[config.mk]
export PLATFORM = sky130hd
export DESIGN_NAME = stopwatch_seq_ctrl_flat
export DESIGN_NICKNAME = d
export VERILOG_FILES = /design/src/rtl/stopwatch_seq_ctrl_if.sv /design/src/rtl/stopwatch_seq_ctrl.sv /design/src/flat_wrapper.sv
export SDC_FILE = /design/constraint.sdc
export NUM_CORES = 1
export LEC_CHECK = 0
export CORE_MARGIN = 2
export CORE_UTILIZATION = 35
export CTS_CLUSTER_SIZE = 10
export DETAILED_ROUTE_END_ITERATION = 8
export HOLD_SLACK_MARGIN = 0.12
export PLACE_DENSITY = 0.68
export REMOVE_ABC_BUFFERS = 1
export SETUP_SLACK_MARGIN = 0.15
export SYNTH_ARGS = -nofsm -noshare
export SYNTH_HDL_FRONTEND = slang
export SYNTH_SLANG_ARGS = --single-unit
[constraint.sdc]
create_clock -name clk -period 4.03 [get_ports clk]
set_input_delay 0.6045 -clock clk [delete_from_list [all_inputs] [get_ports clk]]
set_output_delay 0.6045 -clock clk [all_outputs]
set_load 0.01 [all_outputs]
[src/rtl/stopwatch_seq_ctrl_if.sv]
// stopwatch_seq_ctrl_if: button/tick/time inputs and control/display outputs of the stopwatch sequencer
// Ports (master = stimulus side, slave = controller side):
//   btn_start_p, btn_lap_p, tick_usec, time_bcd[15:0]        master -> slave
//   tick_out, cnt_clear, disp_value[15:0], state[1:0],
//   lap_count[$clog2(LAP_DEPTH):0], recall_active             slave -> master
interface stopwatch_seq_ctrl_if #(parameter int LAP_DEPTH = 4);
    logic                       btn_start_p, btn_lap_p, tick_usec;
    logic [15:0]                time_bcd;
    logic                       tick_out, cnt_clear;
    logic [15:0]                disp_value;
    logic [1:0]                 state;
    logic [$clog2(LAP_DEPTH):0] lap_count;
    logic                       recall_active;
    modport master (
        output btn_start_p, btn_lap_p, tick_usec, time_bcd,
        input  tick_out, cnt_clear, disp_value, state, lap_count, recall_active
    );
    modport slave (
        input  btn_start_p, btn_lap_p, tick_usec, time_bcd,
        output tick_out, cnt_clear, disp_value, state, lap_count, recall_active
    );
endinterface

[src/rtl/stopwatch_seq_ctrl.sv]
// stopwatch_seq_ctrl: IDLE/RUN/PAUSE/LAP_VIEW sequencer with tick gating, counter clear and lap capture
// Ports: clk, reset_p (async, active-high), bus (stopwatch_seq_ctrl_if.slave).
// Build option: define SW_LAP_RECALL_EN for the LAP_DEPTH circular lap buffer with IDLE recall;
// otherwise only the single frozen lap_hold value exists and lap_count is a 0/1 flag.
module stopwatch_seq_ctrl #(
    parameter int LAP_DEPTH = 4
) (
    input logic                clk,
    input logic                reset_p,
    stopwatch_seq_ctrl_if.slave bus
);
    localparam int AW = $clog2(LAP_DEPTH);
    typedef enum logic [1:0] {IDLE = 2'b00, RUN = 2'b01, PAUSE = 2'b10, LAP_VIEW = 2'b11} state_t;
    state_t      state_q, state_d;
    logic        run_en, clr_d, clr_q;
    logic [15:0] lap_hold;
    logic        start, lap, capture, flush;
    // start has priority: a simultaneous lap is dropped
    assign start   = bus.btn_start_p;
    assign lap     = bus.btn_lap_p & ~bus.btn_start_p;
    assign capture = (state_q == RUN) & lap;
    assign flush   = (state_q == IDLE) & start;
    always_comb begin
        state_d = state_q;
        clr_d   = 1'b0;
        case (state_q)
            IDLE:     state_d = start ? RUN : IDLE;
            RUN:      state_d = start ? PAUSE : lap ? LAP_VIEW : RUN;
            LAP_VIEW: state_d = start ? PAUSE : lap ? RUN : LAP_VIEW;
            default: begin
                state_d = start ? RUN : lap ? IDLE : PAUSE;
                clr_d   = lap;
            end
        endcase
    end
    // run_en follows the next state so gating changes on the same edge as state
    always_ff @(posedge clk or posedge reset_p) begin
        if (reset_p) begin
            state_q  <= IDLE;
            run_en   <= 1'b0;
            clr_q    <= 1'b0;
            lap_hold <= '0;
        end else begin
            state_q  <= state_d;
            run_en   <= (state_d == RUN) || (state_d == LAP_VIEW);
            clr_q    <= clr_d;
            if (capture) lap_hold <= bus.time_bcd;
        end
    end
    assign bus.tick_out  = bus.tick_usec & run_en;
    assign bus.cnt_clear = clr_q;
    assign bus.state     = state_q;
`ifdef SW_LAP_RECALL_EN
    logic [15:0]   lap_buf [LAP_DEPTH];
    logic [AW-1:0] wr_ptr, rd_idx, oldest, newest;
    logic [AW:0]   lap_cnt;
    logic          recall;
    // when full the low bits of lap_cnt are 0, so oldest == wr_ptr (next slot to overwrite)
    assign oldest = wr_ptr - lap_cnt[AW-1:0];
    assign newest = wr_ptr - 1'b1;
    always_ff @(posedge clk or posedge reset_p) begin
        if (reset_p) begin
            for (int i = 0; i < LAP_DEPTH; i++) lap_buf[i] <= '0;
            wr_ptr  <= '0;
            rd_idx  <= '0;
            lap_cnt <= '0;
            recall  <= 1'b0;
        end else if (flush) begin
            wr_ptr  <= '0;
            lap_cnt <= '0;
            recall  <= 1'b0;
        end else if (capture) begin
            lap_buf[wr_ptr] <= bus.time_bcd;
            wr_ptr          <= wr_ptr + 1'b1;
            if (lap_cnt != (AW+1)'(LAP_DEPTH)) lap_cnt <= lap_cnt + 1'b1;
        end else if ((state_q == IDLE) && lap && (lap_cnt != '0)) begin
            if (!recall) begin
                recall <= 1'b1;
                rd_idx <= oldest;
            end else if (rd_idx == newest) recall <= 1'b0;
            else rd_idx <= rd_idx + 1'b1;
        end
    end
    assign bus.lap_count     = lap_cnt;
    assign bus.recall_active = recall;
    assign bus.disp_value    = (state_q == LAP_VIEW) ? lap_hold : recall ? lap_buf[rd_idx] : bus.time_bcd;
`else
    logic lap_flag;
    always_ff @(posedge clk or posedge reset_p) begin
        if (reset_p) lap_flag <= 1'b0;
        else if (flush) lap_flag <= 1'b0;
        else if (capture) lap_flag <= 1'b1;
    end
    assign bus.lap_count     = (AW+1)'(lap_flag);
    assign bus.recall_active = 1'b0;
    assign bus.disp_value    = (state_q == LAP_VIEW) ? lap_hold : bus.time_bcd;
`endif
endmodule

[src/flat_wrapper.sv]
// flat-port wrapper written by rule: the top's interface ports become plain ports
module stopwatch_seq_ctrl_flat 
#(
    parameter int LAP_DEPTH = 4
)
  (clk, reset_p, bus_btn_start_p, bus_btn_lap_p, bus_tick_usec, bus_time_bcd, bus_tick_out, bus_cnt_clear, bus_disp_value, bus_state, bus_lap_count, bus_recall_active);
  stopwatch_seq_ctrl_if #(.LAP_DEPTH(LAP_DEPTH)) bus_i ();
  input logic clk;
  input logic reset_p;
  input wire logic [$bits(bus_i.btn_start_p)-1:0] bus_btn_start_p;
  input wire logic [$bits(bus_i.btn_lap_p)-1:0] bus_btn_lap_p;
  input wire logic [$bits(bus_i.tick_usec)-1:0] bus_tick_usec;
  input wire logic [$bits(bus_i.time_bcd)-1:0] bus_time_bcd;
  output wire logic [$bits(bus_i.tick_out)-1:0] bus_tick_out;
  output wire logic [$bits(bus_i.cnt_clear)-1:0] bus_cnt_clear;
  output wire logic [$bits(bus_i.disp_value)-1:0] bus_disp_value;
  output wire logic [$bits(bus_i.state)-1:0] bus_state;
  output wire logic [$bits(bus_i.lap_count)-1:0] bus_lap_count;
  output wire logic [$bits(bus_i.recall_active)-1:0] bus_recall_active;
  assign bus_i.btn_start_p = bus_btn_start_p;
  assign bus_i.btn_lap_p = bus_btn_lap_p;
  assign bus_i.tick_usec = bus_tick_usec;
  assign bus_i.time_bcd = bus_time_bcd;
  assign bus_tick_out = bus_i.tick_out;
  assign bus_cnt_clear = bus_i.cnt_clear;
  assign bus_disp_value = bus_i.disp_value;
  assign bus_state = bus_i.state;
  assign bus_lap_count = bus_i.lap_count;
  assign bus_recall_active = bus_i.recall_active;
  stopwatch_seq_ctrl #(.LAP_DEPTH(LAP_DEPTH)) u_core (.clk(clk), .reset_p(reset_p), .bus(bus_i));
endmodule
==> impl_metrics.tcl, run 1 <==
set metrics [dict create \
    met3_length_microns 120 \
    first_pass_iters 2 \
    r2r-start "u_core.bus.state[1]$_DFF_PP0_" \
    worst-path-max-fanout 16 \
    top_layer "met4" \
    cts_setup_buffers 0 \
    synth_area_leaders "dfrtp_1, mux2_2, mux2_4, buf_4, o21ai_0" \
    core_area_sq_mm 0.00300 \
    fmax_ghz 0.348 \
    fp.dieW_microns 59.6 \
    final_hold_viol_count 0 \
    wl_per_cell_microns 14.6 \
    wl_met2_mm 1.05 \
    async_reset_ff_frac 1.00 \
    ff2ff_setup_slack_ns 2.07 \
    rsz0062_at_grt "false" \
    htreeDepth 1 \
    cts_hold_buf 0 \
    clock-sinks 21 \
    worstMarginPinSlew_ns 0.942 \
    grt_usage 0.140 \
    dp_cells 144 \
    fill_cells 277 \
    min_period_ns 2.87 \
    rows 20 \
    initial_utilization 0.360 \
    ant_nets 0 \
    vdd_ir_drop_max_uv 334 \
    grt_overflow 0 \
    start_kind "flip-flop" \
    setup_violations 0 \
    numCtsBuffers 3 \
    root_buffer "clkbuf_4" \
    multi_input_area_sq_um 490 \
    area_growth_syn_to_layout_pct 38.5 \
    max_slew_margin 0.372 \
    diodes 0 \
    via_per_inst 4.82 \
    tns_ns 0 \
    drv_slew 0 \
    crit_path_end_kind "output pin" \
    powerDensity_mw_per_mm2 641 \
    dp_hpwl_mm 1.53 \
    synth_edf_count 0 \
    clk_latency_ns 0.30 \
    antenna_found_initial 0 \
    synth.avg_cell_area_sq_um 14.2 \
    nNetsFinal 137 \
    yosys_warnings 0 \
    hold_class "reg2reg" \
    synth_top_flop_cell "dfrtp_1" \
    postRouteWirelength_mm 2.16 \
    portBuffers 41 \
    synth_cells 76 \
    post-route-period-util 0.712 \
    io_pins 45 \
    clkTransAtPathRegs_ns 0.11 \
    seq_area_frac_synth 0.486 \
    grt_max_degree 22 \
    required_ns 3.43 \
    yosysUniqueCellTypes 18 \
    drc_errors 0 \
    synth_area_leader_cell "dfrtp_1" \
    startpoint "u_core.bus.state[0]$_DFF_PP0_" \
    critPathCapture "bus_disp_value[2]" \
    r2r_end "u_core.lap_hold[12]$_DFFE_PP0P_" \
    cts_resized 0 \
    fin_total_pwr_mw 0.960 \
    ys_top_cells_by_count "mux2_2, dfrtp_1, mux2_4, buf_4, o21ai_0" \
    die_area_sq_mm 0.00355 \
    clockBufferDepth 2 \
    yosysMostFrequentCell "mux2_2" \
    reg2reg_depth 3 \
    grt_pass1_vias 757 \
    skew_ns 0.000784 \
    critPathKind "reg2out" \
    die_h_microns 59.6 \
    gp_congestion 0.702 \
    status "completed" \
    drt-met1-wl_microns 957 \
    synth_top_area_share 0.486 \
    cts_tree "done" \
    synth_seq_cells 21 \
    fin_cells 148 \
    vias 714 \
    first_iter_violations 19 \
    p_leak_nw 0.632 \
    grt_pass1_wl_mm 3.67 \
    netlist_area_sq_mm 0.00108 \
    drive_above_1_share 0.304 \
    cap_violations 0 \
    final-seq-area_sq_um 526 \
    arrival_ns 2.27 \
]
## routing by layer
metal  up-vias  track usage
met4         0       0.0762
met1       352        0.180
li1        335            -
met3         2       0.0197
met5         -            0
met2        25        0.228
## sequential cells by signal, indices dropped and copies added, names as in the netlist
name                  count
u_core.lap_hold          16
u_core.lap_flag           1
u_core.run_en             1
u_core.bus.cnt_clear      1
u_core.bus.state          2
## stage by stage
stage	instance area (sq um)	hold slack, ns	utilization	setup slack [ns]
after floorplan	1020	0.477	-	2.11
after global placement	1470	0.490	0.490	1.47
after detailed placement	1470	0.493	0.490	1.37
after CTS	1500	0.521	0.499	1.11
after global routing	1500	0.534	0.499	1.02
final	1500	0.517	0.499	1.16
## power by group
group	internal [mW]	switching [mW]
Clock	0.0385	0.0624
Combinational	0.318	0.167
Sequential	0.312	0.0620
Total	0.668	0.292
## final cells by class
class,count,area share
inverter,1,0.00251
clock buffer,4,0.0175
multi-input combinational,48,0.327
timing repair buffer,41,0.274
sequential,21,0.351
tap,33,0.0276
## placed cells by master, fill, tap and decap left out
cell and instances:
nor2b_1 1, and3b_1 1, mux2_4 10, inv_1 1
conb_1 3, nand2_1 1, dfrtp_1 21, a21oi_1 1
xor2_1 2, nor3b_1 1, clkbuf_4 3, nand2b_1 1
mux2_2 22, o21ai_0 4, clkbuf_1 1, clkdlybuf4s50_1 41
and2_1 1
## how the worst min path moves through the flow
stage,startpoint,end,cells after the start
2_1_floorplan,u_core.lap_hold[0]$_DFFE_PP0P_,u_core.lap_hold[0]$_DFFE_PP0P_,1
3_3_place_gp,u_core.lap_hold[2]$_DFFE_PP0P_,u_core.lap_hold[2]$_DFFE_PP0P_,1
3_5_place_dp,u_core.lap_hold[8]$_DFFE_PP0P_,u_core.lap_hold[8]$_DFFE_PP0P_,1
4_1_cts,u_core.lap_hold[10]$_DFFE_PP0P_,u_core.lap_hold[10]$_DFFE_PP0P_,1
5_1_grt,u_core.lap_hold[4]$_DFFE_PP0P_,u_core.lap_hold[4]$_DFFE_PP0P_,1
6_report,u_core.lap_hold[15]$_DFFE_PP0P_,u_core.lap_hold[15]$_DFFE_PP0P_,1
## kinds of logic after synthesis
family,Yosys count,synth area share
other,1,0.00347
AOI/OAI and AO/OA,5,0.0231
and+or+nand+nor,6,0.0359
DFF,21,0.486
muxes,32,0.368
xor gates and xnor gates,2,0.0162
buffers and inverters,9,0.0671
## critical path: stages (launching register included)
cell and delay [ns]:
dfrtp_1 0.49, nand2_1 0.58, mux2_2 0.42, clkdlybuf4s50_1 0.48
Note: power is estimated with default switching activity, not from simulation.
==> inputs of run 2 (changes only) <==
==> constraint.sdc (replaced) <==
create_clock -name clk -period 2.7 [get_ports clk]
set_input_delay 0.405 -clock clk [delete_from_list [all_inputs] [get_ports clk]]
set_output_delay 0.405 -clock clk [all_outputs]
set_load 0.01 [all_outputs]
==> run 2 against run 1 <==
  * Via count down 0.28%
  * Cell area is 1.6% higher
  * Register-to-register slack got worse by 1.1 ns
  * First-iteration DRC count shrank 74%
  * Flip-flop and latch count unchanged
  * Critical endpoint is now bus_disp_value[10]
  * Cell count up 1.4%
  * Clock power increased by 46%
  * Highest routed layer unchanged
==> impl_metrics.tcl, run 2 (synthesized netlist as in run 1, its figures left out) <==
set metrics [dict create \
    rsz0062_at_grt "false" \
    first_pass_iters 2 \
    finalInstanceArea_sq_mm 0.00152 \
    cts_setup_buffers 0 \
    htreeDepth 1 \
    numCtsBuffers 3 \
    rows 20 \
    regMostFlops "u_core.lap_hold" \
    cts_hold_buf 0 \
    start_kind "flip-flop" \
    gp_congestion 0.750 \
    powerDensity_mw_per_mm2 948 \
    worstMarginPinSlew_ns 0.782 \
    clkTransAtPathRegs_ns 0.11 \
    layout_common_cells "clkdlybuf4s50_1, mux2_2, dfrtp_1" \
    clk_latency_ns 0.30 \
    tns_ns 0 \
    ant_nets 0 \
    place_area_sq_mm 0.00149 \
    grt_max_degree 22 \
    portBuffers 41 \
    initial_utilization 0.360 \
    postRouteWirelength_mm 2.02 \
    cap_violations 0 \
    r2r-start "u_core.bus.state[1]$_DFF_PP0_" \
    hold_class "reg2reg" \
    status "completed" \
    die_h_microns 59.6 \
    worst-path-max-fanout 9 \
    arrival_ns 2.01 \
    max_slew_margin 0.478 \
    die_area_sq_mm 0.00355 \
    largest_register_ffs 16 \
    drive_above_1_share 0.333 \
    clockBufferDepth 2 \
    grt_overflow 0 \
    vias 712 \
    ff2ff_setup_slack_ns 0.96 \
    r2r_end "u_core.lap_hold[0]$_DFFE_PP0P_" \
    antenna_found_initial 0 \
    nNetsFinal 139 \
    dp_hpwl_mm 1.50 \
    post-route-period-util 0.895 \
    final_common_cell "clkdlybuf4s50_1" \
    holdPathEnd "u_core.lap_hold[0]$_DFFE_PP0P_" \
    wl_per_cell_microns 13.5 \
    first_iter_violations 5 \
    drc_errors 0 \
    critPathKind "reg2out" \
    grt_pass1_vias 742 \
    core_area_sq_mm 0.00300 \
    hold_start "u_core.lap_hold[0]$_DFFE_PP0P_" \
    vdd_ir_drop_max_uv 476 \
    reg2reg_depth 4 \
    setup_violations 0 \
    clock-sinks 21 \
    root_buffer "clkbuf_4" \
    fp.dieW_microns 59.6 \
    area_growth_syn_to_layout_pct 40.7 \
    io_pins 45 \
    cts_tree "done" \
    drv_slew 0 \
    crit_path_end_kind "output pin" \
    fmax_ghz 0.414 \
    whs_path_depth 1 \
    diodes 0 \
    required_ns 2.30 \
    grt_usage 0.123 \
    via_per_inst 4.75 \
    skew_ns 0.00441 \
    final_hold_viol_count 0 \
    p_leak_nw 0.650 \
    grt_pass1_wl_mm 3.31 \
    min_period_ns 2.42 \
]
run 2: changes by cell type in the layout (fill, tap and decap cells not counted):
cell / change
nand2_1: -1
buf_4: +2
clkinv_2: +1
nand2_4: +1
clkbuf_1: -1
run 2: layout make-up:
| cell class | count | area [sq um] |
|---|---|---|
| multi-input combinational | 48 | 498 |
| fill | 277 | 1480 |
| tap | 33 | 41.3 |
| sequential | 21 | 526 |
| timing repair buffer | 43 | 425 |
| inverter | 1 | 3.75 |
| clock buffer | 3 | 22.5 |
| clock inverter | 1 | 5.00 |
run 2: how the worst max path moves through the flow:
stage | depth (start not counted) | end | startpoint | slack (ns)
6_report | 4 | bus_disp_value[10] | u_core.bus.state[0]$_DFF_PP0_ | 0.28
5_1_grt | 4 | bus_disp_value[4] | u_core.bus.state[0]$_DFF_PP0_ | 0.17
4_1_cts | 4 | bus_disp_value[10] | u_core.bus.state[0]$_DFF_PP0_ | 0.21
3_5_place_dp | 4 | bus_disp_value[8] | u_core.bus.state[0]$_DFF_PP0_ | 0.44
3_3_place_gp | 4 | bus_disp_value[10] | u_core.bus.state[0]$_DFF_PP0_ | 0.47
2_1_floorplan | 3 | u_core.lap_hold[0]$_DFFE_PP0P_ | u_core.bus.state[1]$_DFF_PP0_ | 0.95
run 2: where the power goes:
group	internal (mW)	total (mW)	switching, mW
logic	0.486	0.728	0.243
registers	0.466	0.567	0.101
clock network	0.0552	0.147	0.0915
total	1.01	1.44	0.435
run 2: layer usage:
metal / share of wire / vias to the layer above / global-route usage
li1: - / 341 / -
met1: 0.44 / 342 / 0.160
met2: 0.48 / 27 / 0.198
met3: 0.067 / 2 / 0.0349
met4: 0.0094 / 0 / 0.0381
met5: 0 / - / 0
run 2: through the flow:
stage,total power [mW],setup slack [ns],hold slack [ns],instances,utilization
floorplan,0.969,0.954,0.382,70,-
global placement,1.29,0.466,0.485,146,0.495
detailed placement,1.30,0.437,0.492,146,0.495
CTS,1.46,0.206,0.519,150,0.505
global route,1.54,0.166,0.538,150,0.507
finish,1.44,0.282,0.516,150,0.507
run 2: what timing repair did:
| action | 4_1_cts | 5_1_grt |
|---|---|---|
| hold endpoints to repair | 0 | 0 |
| setup endpoints to repair | 9 | 9 |
| resized for setup | 1 | 1 |
run 2: critical path, stage by stage (launching register included):
cell	delay (ns)
dfrtp_1	0.51
nand2_4	0.18
buf_4	0.20
mux2_2	0.35
clkdlybuf4s50_1	0.48
